`src/rtl/instr_sequencer.sv`:
```
// instr_sequencer: multi-cycle FETCH/DECODE/EXEC/MEM/WB control sequencer.
// Optional executed-cycle counter enabled by INSTR_SEQ_CYCLE_CNT_EN.
module instr_sequencer #(
    parameter int PC_W        = 8,
    parameter int MEM_TIMEOUT = 16
) (
    input  logic            i_clk,
    input  logic            i_reset_n,
    input  logic            i_start,
    input  logic [8:0]      i_imem_data,
    input  logic            i_dec_reg_write,
    input  logic            i_dec_mem_read,
    input  logic            i_dec_mem_write,
    input  logic            i_dec_branch,
    input  logic            i_dec_halt,
    input  logic            i_branch_taken,
    input  logic [PC_W-1:0] i_branch_target,
    input  logic            i_mem_ack,
    output logic [PC_W-1:0] o_pc,
    output logic [8:0]      o_ir,
    output logic            o_mem_req,
    output logic            o_mem_we,
    output logic            o_rf_we,
    output logic            o_busy,
    output logic            o_done,
    output logic            o_err,
    output logic [15:0]     o_cycle_count
);
    localparam int TMO_W = $clog2(MEM_TIMEOUT) + 1;
    localparam logic [TMO_W-1:0] TMO_LAST = TMO_W'(MEM_TIMEOUT - 1);

    typedef enum logic [2:0] {
        S_IDLE, S_FETCH, S_DECODE, S_EXEC,
        S_MEM, S_WB, S_HALTED, S_ERROR
    } state_t;

    state_t           r_state;
    state_t           w_state_nxt;
    logic [PC_W-1:0]  r_pc;
    logic [PC_W-1:0]  w_pc_nxt;
    logic [PC_W-1:0]  w_pc_inc;
    logic [8:0]       r_ir;
    logic [8:0]       w_ir_nxt;
    logic [TMO_W-1:0] r_tmo;
    logic [TMO_W-1:0] w_tmo_nxt;
    logic             w_mem_op;
    logic             w_start_ok;

    assign w_pc_inc   = r_pc + PC_W'(1);
    assign w_mem_op   = i_dec_mem_read | i_dec_mem_write;
    assign w_start_ok = i_start & ((r_state == S_IDLE) |
                                   (r_state == S_HALTED) |
                                   (r_state == S_ERROR));

    always_ff @(posedge i_clk or negedge i_reset_n) begin
        if (!i_reset_n) begin
            r_state <= S_IDLE;
            r_pc    <= '0;
            r_ir    <= '0;
            r_tmo   <= '0;
        end else begin
            r_state <= w_state_nxt;
            r_pc    <= w_pc_nxt;
            r_ir    <= w_ir_nxt;
            r_tmo   <= w_tmo_nxt;
        end
    end

    always_comb begin
        w_state_nxt = r_state;
        w_pc_nxt    = r_pc;
        w_ir_nxt    = r_ir;
        w_tmo_nxt   = r_tmo;
        unique case (r_state)
            S_IDLE, S_HALTED, S_ERROR: begin
                if (i_start) begin
                    w_state_nxt = S_FETCH;
                    w_pc_nxt    = '0;
                end
            end
            S_FETCH: begin
                w_ir_nxt    = i_imem_data;
                w_state_nxt = S_DECODE;
            end
            S_DECODE: w_state_nxt = S_EXEC;
            S_EXEC: begin
                if (i_dec_halt) begin
                    w_state_nxt = S_HALTED;
                end else if (w_mem_op) begin
                    w_state_nxt = S_MEM;
                    w_tmo_nxt   = '0;
                end else if (i_dec_branch) begin
                    w_pc_nxt    = i_branch_taken ? i_branch_target : w_pc_inc;
                    w_state_nxt = S_FETCH;
                end else if (i_dec_reg_write) begin
                    w_state_nxt = S_WB;
                end else begin
                    w_pc_nxt    = w_pc_inc;
                    w_state_nxt = S_FETCH;
                end
            end
            S_MEM: begin
                // An ack arriving on the final allowed cycle still completes the access
                if (i_mem_ack) begin
                    if (i_dec_mem_write) begin
                        w_pc_nxt    = w_pc_inc;
                        w_state_nxt = S_FETCH;
                    end else begin
                        w_state_nxt = S_WB;
                    end
                end else if (r_tmo == TMO_LAST) begin
                    w_state_nxt = S_ERROR;
                end else begin
                    w_tmo_nxt = r_tmo + TMO_W'(1);
                end
            end
            S_WB: begin
                w_pc_nxt    = w_pc_inc;
                w_state_nxt = S_FETCH;
            end
            default: w_state_nxt = S_IDLE;
        endcase
    end

    assign o_pc      = r_pc;
    assign o_ir      = r_ir;
    assign o_mem_req = (r_state == S_MEM);
    assign o_mem_we  = (r_state == S_MEM) & i_dec_mem_write;
    assign o_rf_we   = (r_state == S_WB);
    assign o_busy    = (r_state == S_FETCH) | (r_state == S_DECODE) |
                       (r_state == S_EXEC)  | (r_state == S_MEM) |
                       (r_state == S_WB);
    assign o_done    = (r_state == S_HALTED);
    assign o_err     = (r_state == S_ERROR);

`ifdef INSTR_SEQ_CYCLE_CNT_EN
    logic [15:0] r_cyc;

    always_ff @(posedge i_clk or negedge i_reset_n) begin
        if (!i_reset_n) begin
            r_cyc <= '0;
        end else if (w_start_ok) begin
            r_cyc <= '0;
        end else if (o_busy && (r_cyc != 16'hFFFF)) begin
            r_cyc <= r_cyc + 16'd1;
        end
    end

    assign o_cycle_count = r_cyc;
`else
    logic w_unused;
    assign w_unused      = w_start_ok;
    assign o_cycle_count = '0;
`endif

endmodule

```
`config.mk`:
```
export PLATFORM = sky130hd
export DESIGN_NAME = instr_sequencer
export DESIGN_NICKNAME = d
export VERILOG_FILES = /design/src/rtl/instr_sequencer.sv
export SDC_FILE = /design/constraint.sdc
export NUM_CORES = 1
export LEC_CHECK = 0
export ABC_AREA = 0
export CAP_MARGIN = 15
export CORE_UTILIZATION = 44
export DETAILED_ROUTE_END_ITERATION = 8
export GPL_TIMING_DRIVEN = 0
export MAX_ROUTING_LAYER = met4
export PLACE_DENSITY = 0.87
export SYNTH_ARGS = -nofsm -noshare
export SYNTH_HDL_FRONTEND = slang
export SYNTH_SLANG_ARGS = --single-unit
export TNS_END_PERCENT = 50
```
`constraint.sdc`:
```
create_clock -name i_clk -period 2.4 [get_ports i_clk]
set_clock_uncertainty 0.1 [all_clocks]
set_input_delay 0.72 -clock i_clk [delete_from_list [all_inputs] [get_ports i_clk]]
set_output_delay 0.72 -clock i_clk [all_outputs]
set_load 0.03 [all_outputs]
```
* After elaboration in Yosys (flattened, before gate mapping) *
Cells that the tools add are included.

cells by class
  $add $sub $neg = 2
  reductions and logical operators = 7
  equality and inequality tests = 18
  $mul = 0
  bitwise operators = 6
  shift operators = 0
  multiplexer cells = 23
  divide/modulo/power cells = 0
  magnitude comparators = 0

operator list
  operator             count
  $mux 8               8
  $pmux 8 s4           1
  $mux 3               8
  $mux 5               4
  $pmux 3 s6           1
  $ne 2x2->1 const B   8
  $eq 3x3->1 const B   4
  $pmux 5 s2           1
  $add 8x1->8 const B  1
  $reduce_and 7->1     1
  $eq 3x2->1 const B   2
  $add 5x1->5 const B  1
  $eq 5x4->1 const B   1
  $or 1x1->1           5
  $reduce_and 5->1     1
  $reduce_bool 4->1    1
  $eq 3x1->1 const B   1
  $logic_not 3->1      1
  $ne 3x2->1 const B   1
  $ne 3x3->1 const B   1
  $reduce_or 3->1      1
  $reduce_and 2->1     1
  $reduce_bool 2->1    1
  $and 1x1->1          1

storage, ports and cells
  flip-flop bits (word level) = 25
  bits in latches = 0
  bits in read-only memories = 0
  input bits = 27
  word-level logic and storage cells = 60
  memories kept = 0
  output and inout bits = 39
  RAM bits = 0

* Longest topological paths before layout *
Gate-level depths: netlist (run 1).

  depth after elaboration = 6
  depth in mapped cells = 7
  depth with buffers taken out = 7

* Worst setup path after synthesis (run 1) *
OpenSTA, ideal clock, no wires.

  kind = register to output
  start point = register r_state[1]
  end point = output o_mem_we
  slack = 0.170 ns
  buffers on the path = 2
  data required time = 1.580 ns
  arrival = 1.410 ns
  cell stages (with the launch flop) = 6
  path through = dfrtp_1 -> buf_6 -> or3b_1 -> buf_2 -> clkinv_4 -> and2_1

on the way
  word-level cells in the longest chain between the ends = 2

RTL lines
  what                    RTL line  RTL
  start, declared         37        state_t r_state;
  start signal, assigned  62        r_state <= w_state_nxt;
  $eq 3x3->1              n/a
  named net o_mem_req     21        output logic o_mem_req,
  $and 1x1->1             128       assign o_mem_we = (r_state == S_MEM) & i_dec_mem_write;
  end, declared           22        output logic o_mem_we,

The timed path passes the listed nets, and every way through them passes these cells.

* Final worst setup path (run 1) *
  start point = register r_state[1]
  end point = output o_mem_we

on the way
  word-level cells in the longest chain between the ends = 2

RTL lines
  what         RTL line
  $eq 3x3->1   128
  $and 1x1->1  128

No other way between the ends.

==> results of run 1 <==
==> state kept, by name, indices dropped and copies added, names as in the netlist <==
name     flops
o_ir         9
o_pc         8
r_state      3
r_tmo        5
==> stage by stage <==
step / cell area (um2) / setup slack, ns / util (%) / power (W)
after global placement: 2310 / -0.522 / 62.8 / 0.00237
final: 2470 / -0.0535 / 66.9 / 0.00280
after floorplan: 1760 / 0.170 / - / 0.00186
after detailed placement: 2310 / -0.525 / 62.8 / 0.00241
after global routing: 2470 / -0.0952 / 66.9 / 0.00297
after CTS: 2390 / -0.0364 / 64.9 / 0.00271
==> how the worst max path moves through the flow <==
stage	endpoint	slack [ns]	cells past startpoint
final	o_mem_we	-0.05	6
after CTS	o_mem_we	-0.04	6
after global routing	o_mem_we	-0.1	6
after detailed placement	o_mem_we	-0.53	3
after global placement	o_mem_we	-0.52	3
after floorplan	o_mem_we	0.17	5
==> kinds of logic after synthesis <==
group,share of synthesized area (%)
adders and majority gates,2.20
xor gates and xnor gates,0.513
DFF,36.6
AOI/OAI and AO/OA,18.9
and+or+nand+nor,19.9
buffers and inverters,11.6
other,0.220
muxes,9.96
==> timing repair <==
item	in CTS	in global routing
endpoints found under the setup margin	14	9
cloned	0	0
pin swaps	3	0
gates resized for setup	28	10
setup buffers	2	6
==> worst max-delay path: stages (launching register included) <==
cell and delay, ns:
dfrtp_1 0.39, buf_6 0.14, or3b_4 0.37, buf_6 0.15, clkinv_8 0.06, and2_4 0.13, buf_6 0.12
==> power by group <==
part | internal (W) | switching, W | leakage, nW
Sequential | 0.000593 | 0.000140 | 0.319
Combinational | 0.000824 | 0.000989 | 0.748
Clock | 0.000116 | 0.000135 | 0.0255
Total | 0.00153 | 0.00126 | 1.09
==> metal layers <==
metal  vias to the layer above  track usage, %  routed length (um)
li1                        794               -                   -
met1                       785            23.9                1740
met2                        83            34.1                2140
met3                         4            3.57                 287
met4                         0            2.50                  22
met5                         -               -                   0
==> area by class of cell <==
type	instances	area, um2	share of cell area, %
Buffer	23	171	6.94
Timing Repair Buffer	58	567	23.0
Tap cell	48	60.1	2.43
Clock buffer	3	41.3	1.67
Clock inverter	1	5.00	0.203
Inverter	9	46.3	1.88
Multi-Input combinational cell	139	952	38.6
Sequential cell	25	626	25.3
==> placed cells by master, fill, tap and decap left out, drive strengths merged, types with 2 or more instances in the layout <==
| cell | instances |
|---|---|
| conb | 16 |
| dfrtp | 25 |
| a22o | 2 |
| clkdlybuf4s15 | 2 |
| o21a | 3 |
| and3 | 5 |
| clkinv | 2 |
| nor2 | 10 |
| ha | 3 |
| mux2 | 13 |
| nand2 | 9 |
| o211ai | 3 |
| nand2b | 3 |
| a21oi | 7 |
| inv | 8 |
| clkdlybuf4s50 | 40 |
| nor2b | 4 |
| a32oi | 3 |
| o22ai | 2 |
| o21ai | 6 |
| dlygate4sd2 | 2 |
| mux2i | 2 |
| a41oi | 2 |
| and2 | 3 |
| a21o | 2 |
| o32ai | 2 |
| o2bb2ai | 2 |
| buf | 31 |
| nand3b | 2 |
| nand3 | 11 |
| nand4 | 2 |
| clkbuf | 8 |
| nor3 | 4 |
==> key figures, run 1 <==
Hold path
  – Hold Path Sink: o_ir[0]
  – Worst hold path class: reg -> reg
  – Worst Hold Depth: 1
  – Hold Path Origin: o_ir[0]

Synth
  – Cell accounting for the most synthesized area: dfrtp_1
  – EDFF count, synth: 0
  – Primary FF master, synth: dfrtp_1
  – Area contributors post-synth: dfrtp_1 37%, mux2_2 7.9%, buf_4 7.5%, nand3_1 3.2%, ha_1 2.2%
  – Synthesized area per cell: about 9.4 um2
  – Flops & latches, synth: 25
  – Ys async rst share: 100%
  – Sequential area share after synthesis: 36.6%
  – Post-Synthesis Cells: 181
  – Most frequent cells after synthesis: 25 x dfrtp_1, 17 x buf_4, 12 x mux2_2, 11 x nand3_1, 9 x nand2_1
  – Share of the synthesized area in the top cell type: between 30% and 40%
  – Post-synth cell types: between 50 and 60
  – Most frequent cell after synthesis: dfrtp_1
  – Synthesized cell area: around 1700 um2
  – Synth warnings: 0

Worst setup path
  – R2R Path End: r_tmo[4]
  – CP Launch Point: r_state[1]
  – Critical Path Start Type: flip-flop
  – CP arrival: between 1.5 and 2 ns
  – CP Max Fanout: 8
  – Critical path class: reg -> out
  – R2R setup slack: 0.23 ns
  – Setup crit end kind: primary output
  – Reg2Reg Depth: 7
  – Crit path required time: about 1.6 ns
  – Critical R2R Launch: r_state[1]

Cells and area
  – Layout cells sized above 1: between 20% and 30%
  – Layout Nets: just under 300
  – Area Overhead vs Synth: 44.5%
  – Non-filler cells, final: between 300 and 400
  – Antenna cell count: 0
  – # fillers: 320

Floorplanning
  – I/O pin cnt: between 60 and 70
  – Die Height: roughly 64 um
  – Rows: 22
  – Die X: about 64 um
  – Initial Utilization: 46.3%
  – Die ar.: 4130 um2
  – Core Area: approximately 3700 um2

STA
  – Final hold slack: just over 0.4 ns
  – Final hold violations: 0
  – RSZ-0062 raised after global routing: true
  – Achievable Freq: between 400 and 500 MHz
  – Setup TNS: -0.0535 ns
  – Setup violators final: 1
  – Number of max-slew violations in the final report: 0
  – Fin crit share: 102%
  – Worst-margin pin slew: 0.608 ns
  – Fin crit period: around 2.5 ns
  – Worst relative slew slack: roughly three fifths
  – Slack of the critical path: -0.0535 ns

Placement
  – Hpwl dp: slightly below 3 mm
  – Placed cell count: approximately 290
  – GPL Wtd Cong: 0.938
  – Input/output buffers: about 50

GRT
  – GRT Resource Usage Total: between 10% and 20%
  – Vias in the first global route: between 1000 and 1500
  – First-pass GRT wire length: 6.29 mm
  – Initial antenna violation count: 0
  – Global route total overflow: 0
  – Pin count of the biggest net entering global routing: 26

Clocking
  – Clk slew on worst S/H paths: 0.10 ns
  – Clock Path Buffers: 2
  – H-tree depth: 1
  – Worst-Skew Late Latency: between 0.2 and 0.3 ns
  – CTS root buf: clkbuf_8
  – Sink Count: 25
  – Inserted Clock Buffers: 3
  – CTS tree: yes
  – Hold bufs inserted after CTS: 0

Pwr
  – Peak VDD IR: 0.687 mV
  – Power density over cell area: about 1100 nW/um2
  – Leak: about 1.1 nW

Route
  – Post-route DRC: 0
  – DR WL/cell: 13.7 um
  – Vias post-DR: roughly 1700
  – DRT iter0 DRCs: roughly 120
  – 1st-pass router iterations: 4
  – Via/cell ratio: 5.44
  – Antenna Nets Post-Route: 0
  – Final Routed Wirelength: 4.18 mm

Flow run
  – Maxcap violations: 0

Outcome
  – Failing checks: negative setup slack
  – Status: finished, violations left
Note: power is estimated with default switching activity, not from simulation.
==> inputs of run 2 (changes only) <==
--- a/config.mk
+++ b/config.mk
@@ -7,11 +7,11 @@
 export LEC_CHECK = 0
 export ABC_AREA = 0
 export CAP_MARGIN = 15
-export CORE_UTILIZATION = 44
+export CORE_UTILIZATION = 25
 export DETAILED_ROUTE_END_ITERATION = 8
 export GPL_TIMING_DRIVEN = 0
 export MAX_ROUTING_LAYER = met4
-export PLACE_DENSITY = 0.87
+export PLACE_DENSITY = 0.58
 export SYNTH_ARGS = -nofsm -noshare
 export SYNTH_HDL_FRONTEND = slang
 export SYNTH_SLANG_ARGS = --single-unit
==> run 2 against run 1 <==
  * The run ends with design-rule violations, negative setup slack left
  * Combinational power about the same
  * Sequential share of layout area down 0.29 points
  * Via count shrank 4.7%
  * Register-to-register slack gained 0.13 ns
  * Maximum frequency grew 0.36%
  * First-iteration DRC count shrank 68%
  * Die area grew 73%
  * Global-route usage fell by 6.9 points
  * Critical path depth did not move
  * Clock power increased by 4%
  * Critical path type unchanged
==> key figures, run 2 (same netlist as run 1, synthesis figures left out) <==
Outcome
  – Status: finished, violations left
  – Failing checks: design-rule violations, negative setup slack

Pwr
  – Peak VDD IR: roughly 0.57 mV
  – Leak: between 1 and 1.5 nW
  – Power density over cell area: around 1100 nW/um2

Cells and area
  – Layout cells sized above 1: roughly 25%
  – # fillers: between 600 and 700
  – Max reg flops: 9
  – Most frequent standard cell in the layout excluding fill and tap cells: clkdlybuf4s50_1
  – Sequential cell area: 626 um2
  – Antenna cell count: 0
  – Non-filler cells, final: around 340
  – Layout Nets: ~290
  – Area Overhead vs Synth: 46.2%
  – Multi-input gate area: ~950 um2
  – Final core occ: approximately two fifths
  – Commonest cells after routing, fill and taps aside: 40 x clkdlybuf4s50_1, 27 x buf_4, 25 x dfrtp_1, 16 x conb_1, 12 x mux2_2

Worst setup path
  – Reg2Reg Depth: 6
  – Critical path class: reg -> out
  – CP Max Fanout: 6
  – Critical Path Start Type: flip-flop
  – Crit path required time: between 1.5 and 2 ns
  – CP arrival: 1.62 ns
  – Setup crit end kind: primary output

Route
  – 1st-pass router iterations: 8
  – Post-route DRC: 2
  – DR WL/cell: roughly 12 um
  – Antenna Nets Post-Route: 0
  – DRT iter0 DRCs: 37
  – Final Routed Wirelength: about 4.2 mm
  – Vias post-DR: 1588
  – Via/cell ratio: 4.71

Floorplanning
  – Rows: 29
  – Core Area: 6460 um2
  – Die Height: 84.7 um
  – Die ar.: 7170 um2
  – Initial Utilization: a little over a quarter
  – I/O pin cnt: 66
  – Die X: roughly 85 um

STA
  – Final hold violations: 0
  – RSZ-0062 raised after global routing: true
  – Number of max-slew violations in the final report: 0
  – Fin crit period: between 2 and 2.5 ns
  – Achievable Freq: 409 MHz
  – Fin crit share: 102%
  – Worst-margin pin slew: between 0.6 and 0.7 ns
  – Worst relative slew slack: 57.0%
  – Setup violators final: 5
  – Slack of the critical path: -0.0446 ns

Clocking
  – Inserted Clock Buffers: 3
  – Hold bufs inserted after CTS: 0
  – H-tree depth: 1
  – CTS root buf: clkbuf_8
  – Clk slew on worst S/H paths: roughly 0.090 ns
  – CTS tree: yes
  – Worst-Skew Late Latency: between 0.2 and 0.3 ns
  – Sink Count: 25
  – Clock Path Buffers: 2

Flow run
  – Maxcap violations: 0

GRT
  – First-pass GRT wire length: around 7.1 mm
  – GRT Resource Usage Total: roughly 13%
  – Vias in the first global route: 1522
  – Global route total overflow: 0
  – Initial antenna violation count: 0
  – Pin count of the biggest net entering global routing: 15

Placement
  – Input/output buffers: a little under 50
  – Placed cell count: approximately 320
  – GPL Wtd Cong: between 0.8 and 0.9
  – Hpwl dp: roughly 3.2 mm

Hold path
  – Worst hold path class: reg -> reg
  – Worst Hold Depth: 1
run 2: cell count changes in the layout (fill, tap and decap cells not counted), sizes merged:
cell           previous run  this run
buf                      31        33
clkbuf                    8        10
clkdlybuf4s15             2         0
run 2: metrics by stage:
stage / total power (W) / TNS, ns / cell area (um2) / worst slack (ns) / hold slack [ns]
floorplan: 0.00186 / 0 / 1760 / 0.170 / 0.324
global placement: 0.00241 / -5.58 / 2350 / -0.597 / 0.389
detailed placement: 0.00242 / -5.63 / 2370 / -0.593 / 0.399
CTS: 0.00273 / -0.0862 / 2440 / -0.0654 / 0.424
global route: 0.00298 / -0.368 / 2500 / -0.0941 / 0.446
finish: 0.00277 / -0.105 / 2500 / -0.0446 / 0.416
run 2: report_power, final:
| group | internal (W) | switching, W | total [W] |
|---|---|---|---|
| clock | 0.000116 | 0.000145 | 0.000261 |
| combinational | 0.000814 | 0.000964 | 0.00178 |
| sequential | 0.000593 | 0.000136 | 0.000729 |
| total | 0.00152 | 0.00124 | 0.00277 |
run 2: layout make-up:
| cell class | count | area share [%] |
|---|---|---|
| timing repair buffer | 60 | 22.5 |
| clock inverter | 1 | 0.200 |
| clock buffer | 3 | 1.65 |
| buffer | 23 | 6.76 |
| tap | 77 | 3.86 |
| inverter | 9 | 1.85 |
| multi-input combinational | 139 | 38.1 |
| sequential | 25 | 25.1 |
run 2: worst max-delay path: stages (launching register included):
cell and delay, ns:
dfrtp_1 0.38, buf_6 0.13, or3b_1 0.39, buf_6 0.15, clkinv_8 0.05, and2_4 0.13, buf_6 0.12
run 2: routing by layer:
layer	part of all wire, %	vias to the layer above	global-route usage [%]
li1	-	797	-
met1	47	739	15.9
met2	47	50	21.0
met3	5.4	2	2.75
met4	0.29	0	2.16
met5	0	-	-
run 2: repair_timing:
item | CTS | global route
gates resized for setup | 29 | 10
pin swaps | 2 | 1
setup endpoints to repair | 14 | 10
buffers inserted | 1 | 9
run 2: final timing paths:
check	from	endpoint	slack, ns
worst min-delay path	o_ir[5]	o_ir[5]	0.42
worst min register to register	o_ir[5]	o_ir[5]	0.42
max in group asynchronous	i_reset_n	r_state[1]	0.94
worst max register to register	r_state[1]	r_tmo[4]	0.36
worst max-delay path	r_state[1]	o_mem_we	-0.04
min in group asynchronous	i_reset_n	o_ir[0]	0.73
==> inputs of run 3 (changes only) <==
==> constraint.sdc (replaced) <==
create_clock -name i_clk -period 2.7 [get_ports i_clk]
set_clock_uncertainty 0.1 [all_clocks]
set_input_delay 0.81 -clock i_clk [delete_from_list [all_inputs] [get_ports i_clk]]
set_output_delay 0.81 -clock i_clk [all_outputs]
set_load 0.03 [all_outputs]
==> run 3 against run 2 <==
  * The flow finishes with violations (design-rule violations)
  * Highest routed layer unchanged
  * Combinational power fell by 17%
  * Largest cell class unchanged
  * Register-to-register slack better by 0.28 ns
  * Worst hold slack barely moved
  * Sequential power fell by 11%
  * Power down 15%
  * Flip-flop and latch count did not move
  * Sequential share of layout area rose by 0.87 points
==> key figures, run 3 (same netlist as run 1, synthesis figures left out) <==
Cells and area
  – Commonest cells after routing, fill and taps aside: 42 x clkdlybuf4s50_1, 25 x dfrtp_1, 18 x buf_4, 16 x conb_1, 12 x mux2_2
  – Most frequent standard cell in the layout excluding fill and tap cells: clkdlybuf4s50_1
  – Area Overhead vs Synth: 41.3%
  – # fillers: 675
  – Layout cells sized above 1: 19.6%
  – Antenna cell count: 0
  – Final core occ: 37.4%
  – Max reg flops: 9
  – Non-filler cells, final: roughly 330
  – Layout Nets: around 280

Placement
  – Hpwl dp: about 3.2 mm
  – Placed cell count: roughly 320
  – GPL Wtd Cong: 0.821
  – Input/output buffers: 49
  – Post-placement worst setup slack: -0.473 ns

Floorplanning
  – I/O pin cnt: 66
  – Core Area: between 6000 and 7000 um2
  – Initial Utilization: a little over a quarter
  – Die X: 84.7 um
  – Die ar.: about 7000 um2
  – Rows: 29
  – Die Height: between 80 and 90 um

STA
  – Slack of the critical path: ~0.097 ns
  – Setup TNS: 0 ns
  – Fin crit period: 2.60 ns
  – Fin crit share: a little over nine tenths
  – Number of max-slew violations in the final report: 0
  – Setup violators final: 0
  – Worst-margin pin slew: about 0.63 ns
  – Worst relative slew slack: approximately 58%
  – Achievable Freq: approximately 380 MHz
  – Final hold violations: 0

GRT
  – Vias in the first global route: 1531
  – GRT Resource Usage Total: between 10% and 20%
  – Initial antenna violation count: 0
  – Pin count of the biggest net entering global routing: 15
  – Global route total overflow: 0
  – First-pass GRT wire length: 7.09 mm

Pwr
  – Net Switching: approximately 0.0011 W
  – Leak: about 1.1 nW
  – Comb power frac: 62.7%
  – Clock network fraction of total power: between 9 and 10%
  – Total power: between 0.002 and 0.0025 W
  – Sequential share of power: around 28%
  – Power density over cell area: ~980 nW/um2
  – Internal power: ~0.0013 W
  – Peak VDD IR: 0.504 mV
  – Sw Share: 45.5%

Worst setup path
  – Crit path required time: around 1.8 ns
  – CP arrival: about 1.7 ns
  – CP Max Fanout: 10
  – Critical Path Start Type: flip-flop
  – Critical path class: reg -> out
  – Setup crit end kind: primary output
  – CP max stage delay: around 0.38 ns
  – CP cell instances: buf_6, or3b_1, buf_4, clkinv_4, and2_1, buf_6
  – CP most frequent cell: buf_6
  – Slowest cell on crit path: dfrtp_1

Route
  – Antenna Nets Post-Route: 0
  – 1st-pass router iterations: 8
  – Via/cell ratio: ~4.8
  – DR WL/cell: 12.5 um
  – Post-route DRC: 3
  – DRT iter0 DRCs: 47
  – Final Routed Wirelength: 4.07 mm
  – Vias post-DR: approximately 1600

Clocking
  – Inserted Clock Buffers: 3
  – Sink Count: 25
  – CTS tree: yes
  – CTS root buf: clkbuf_8
  – Worst-Skew Late Latency: approximately 0.27 ns
  – Hold bufs inserted after CTS: 0
  – H-tree depth: 1
  – Clk slew on worst S/H paths: 0.09 ns
  – Clock Path Buffers: 2

Outcome
  – Status: finished, violations left
  – Failing checks: design-rule violations

Flow run
  – Maxcap violations: 0

Hold path
  – Worst hold path class: reg -> reg
## run 3: repair_timing
action                                  in CTS  in global routing
resized for setup                           15                  9
setup buffers                                0                  0
endpoints found under the setup margin       9                  4
## run 3: routing by layer
metal,up-vias,GRT usage (%),routed length (um)
met5,-,-,0
met4,0,2.16,12
met2,46,20.9,1940
li1,778,-,-
met3,2,2.56,227
met1,728,15.9,1890
## run 3: stage by stage
stage	area, um2	hold WS, ns
floorplan	1760	0.382
global placement	2350	0.389
detailed placement	2370	0.399
CTS	2410	0.424
global route	2410	0.446
finish	2410	0.416
## run 3: layout make-up
cell class / count / area (um2) / share of cell area [%]
Buffer: 23 / 165 / 6.84
Clock buffer: 3 / 41.3 / 1.71
Clock inverter: 1 / 5.00 / 0.207
Inverter: 9 / 38.8 / 1.61
Multi-Input combinational cell: 139 / 942 / 39.0
Sequential cell: 25 / 626 / 25.9
Tap cell: 77 / 96.3 / 3.99
Timing Repair Buffer: 50 / 499 / 20.7
## run 3: worst max-delay path: cells and delay by family (launching register included)
family	cells	cell delay, ns
buf+inv	4	0.53
simple gates	2	0.51
flops	1	0.38
## run 3: final timing paths
kind,start,to,slack [ns],depth (start not counted)
max,r_state[1],o_mem_we,0.1,6
min,o_ir[5],o_ir[5],0.42,1
max reg2reg,r_state[1],r_tmo[4],0.64,6
min reg2reg,o_ir[5],o_ir[5],0.42,1
max in group asynchronous,i_reset_n,r_state[0],1.15,2
min in group asynchronous,i_reset_n,o_ir[0],0.82,1
## run 3: power groups by stage
stage | Sequential, W | Clock [W] | Combinational, W
global route | 0.000676 | 0.000260 | 0.00161
detailed placement | 0.000656 | 0 | 0.00149
floorplan | 0.000846 | 0 | 0.000810
finish | 0.000647 | 0.000231 | 0.00148
global placement | 0.000651 | 0 | 0.00149
CTS | 0.000650 | 0.000246 | 0.00149
==> edit: new RTL, config.mk and constraints of run 1 <==
Add an input register stage for `i_branch_target`, with the module's reset; this delays it by one clock. The other inputs are not delayed to match.
--- a/src/rtl/instr_sequencer.sv
+++ b/src/rtl/instr_sequencer.sv
@@ -33,6 +33,16 @@
         S_IDLE, S_FETCH, S_DECODE, S_EXEC,
         S_MEM, S_WB, S_HALTED, S_ERROR
     } state_t;
+
+    logic [PC_W-1:0] i_branch_target_q;
+
+    always_ff @(posedge i_clk or negedge i_reset_n) begin
+        if (!i_reset_n) begin
+            i_branch_target_q <= '0;
+        end else begin
+            i_branch_target_q <= i_branch_target;
+        end
+    end
 
     state_t           r_state;
     state_t           w_state_nxt;
@@ -90,7 +100,7 @@
                     w_state_nxt = S_MEM;
                     w_tmo_nxt   = '0;
                 end else if (i_dec_branch) begin
-                    w_pc_nxt    = i_branch_taken ? i_branch_target : w_pc_inc;
+                    w_pc_nxt    = i_branch_taken ? i_branch_target_q : w_pc_inc;
                     w_state_nxt = S_FETCH;
                 end else if (i_dec_reg_write) begin
                     w_state_nxt = S_WB;
Check against the original RTL: not equivalent (a bounded check fails within 10 cycles, from zero or initial values and one cycle with i_reset_n low).
==> edit against run 1 <==
Non-clock buffer count shrank 10; first-iteration DRC count decreased by 15%; sequential cell count rose by 8; sequential power is 19% higher; area after synthesis rose by 7.7%; power is 0.58% higher; cell area up 1.9%; worst setup slack better by 67 ps; utilization shrank 4.1 points; global-route usage rose by 0.91 points; routed wire length is 7.8% lower; critical path type is now input port to output pin; critical endpoint unchanged; largest cell class unchanged; highest routed layer unchanged.
==> edit: results (changes against run 1) <==
<table>
<tr><th>Metric</th><th>Value</th></tr>
<tr><th colspan="2">Routing</th></tr>
<tr><td>Met3 WL</td><td>304 um (+5.9%)</td></tr>
<tr><td>Drt initial violations</td><td>99 (-15%)</td></tr>
<tr><td>Total routed wire length on the met1 layer</td><td>1630 um (-5.9%)</td></tr>
<tr><th colspan="2">CTS</th></tr>
<tr><td>Clock slew at the register clock pins of the worst setup and hold paths</td><td>70 ps (-30 ps)</td></tr>
<tr><td>Total CTS buffers</td><td>5 (+2)</td></tr>
<tr><td>Clock insertion delay at the later pin of the skew report</td><td>290 ps (+20 ps)</td></tr>
<tr><td>H-tree levels</td><td>2 (+1)</td></tr>
<tr><td>PostCTS Resize Cnt</td><td>21 (-25%)</td></tr>
<tr><th colspan="2">Worst setup path</th></tr>
<tr><td>Worst R2R Start</td><td>r_tmo[0]</td></tr>
<tr><td>Worst-case register-to-register setup slack</td><td>470 ps (+240 ps)</td></tr>
<tr><td>CP delay by family, top</td><td>buffers and inverters</td></tr>
<tr><td>CP Class</td><td>input port to output pin</td></tr>
<tr><td>Worst Path Arrival</td><td>1570 ps (-60 ps)</td></tr>
<tr><td>Worst Setup SP</td><td>i_dec_mem_write</td></tr>
<tr><td>Worst Path Max Fanout</td><td>6 (-2)</td></tr>
<tr><th colspan="2">Global routing</th></tr>
<tr><td>Maximum number of pins on one net before global-route repair</td><td>34 (+31%)</td></tr>
<tr><td>Grt met2 use</td><td>33.0% (-1.1 points)</td></tr>
<tr><td>Global-route track usage on met1</td><td>23.2% (-0.74 points)</td></tr>
<tr><th colspan="2">Power and ir drop</th></tr>
<tr><td>Share of power burned in the clock network</td><td>14.3% (+5.3 points)</td></tr>
<tr><th colspan="2">Place</th></tr>
<tr><td>Number of instances in the placed design</td><td>280 (-4.4%)</td></tr>
<tr><td>Routability cong.</td><td>0.913 (-2.6%)</td></tr>
<tr><th colspan="2">Synth</th></tr>
<tr><td>Share of the synthesized area in the top cell type</td><td>44.9% (+8.3 points)</td></tr>
<tr><td>Count of distinct cell types in the synthesized netlist</td><td>49 (-9.3%)</td></tr>
<tr><td>Commonest cells in the netlist</td><td>33 x dfrtp_1, 16 x buf_4, 10 x mux2_2</td></tr>
<tr><th colspan="2">Status</th></tr>
<tr><td>Status</td><td>finished clean</td></tr>
<tr><th colspan="2">Timing</th></tr>
<tr><td>Final Worst Setup Slack</td><td>13.3 ps (+66.8 ps)</td></tr>
<tr><th colspan="2">Finish</th></tr>
<tr><td>Final #Nets</td><td>267 (-7.6%)</td></tr>
</table>
edit: cell types whose count changed after synthesis, sizes merged, moves of 3 or more:
cell     before  now
o31ai         0    3
nand3        11    3
o21ai         6   10
nor2b         4    1
inv           8    4
dfrtp        25   33
and3          5    8
o2111ai       1    6
o211ai        3    0
nand2         9    5
a21oi         7    2
o2bb2ai       2    7
edit: cells by family (layout without fill, tap and decap cells):
group,after synthesis,count (layout),synth area share [%]
other cells,1,16,0.204
fa+ha+maj,3,3,2.04
buf+inv,26,83,8.91
flops,33,33,44.9
compound gates,41,41,17.6
mux,12,12,7.55
simple gates,50,50,18.8
edit: layout make-up:
type                    instances  area, sq um  share of cell area (%)
well taps                      50         62.6                    2.49
inverters                       4         15.0                   0.597
clock inverters                 2         10.0                   0.398
clock buffers                   6         72.6                    2.89
flip-flops and latches         33          826                    32.8
plain buffers                  22          155                    6.17
multi-input cells             122          911                    36.2
repair buffers                 49          463                    18.4
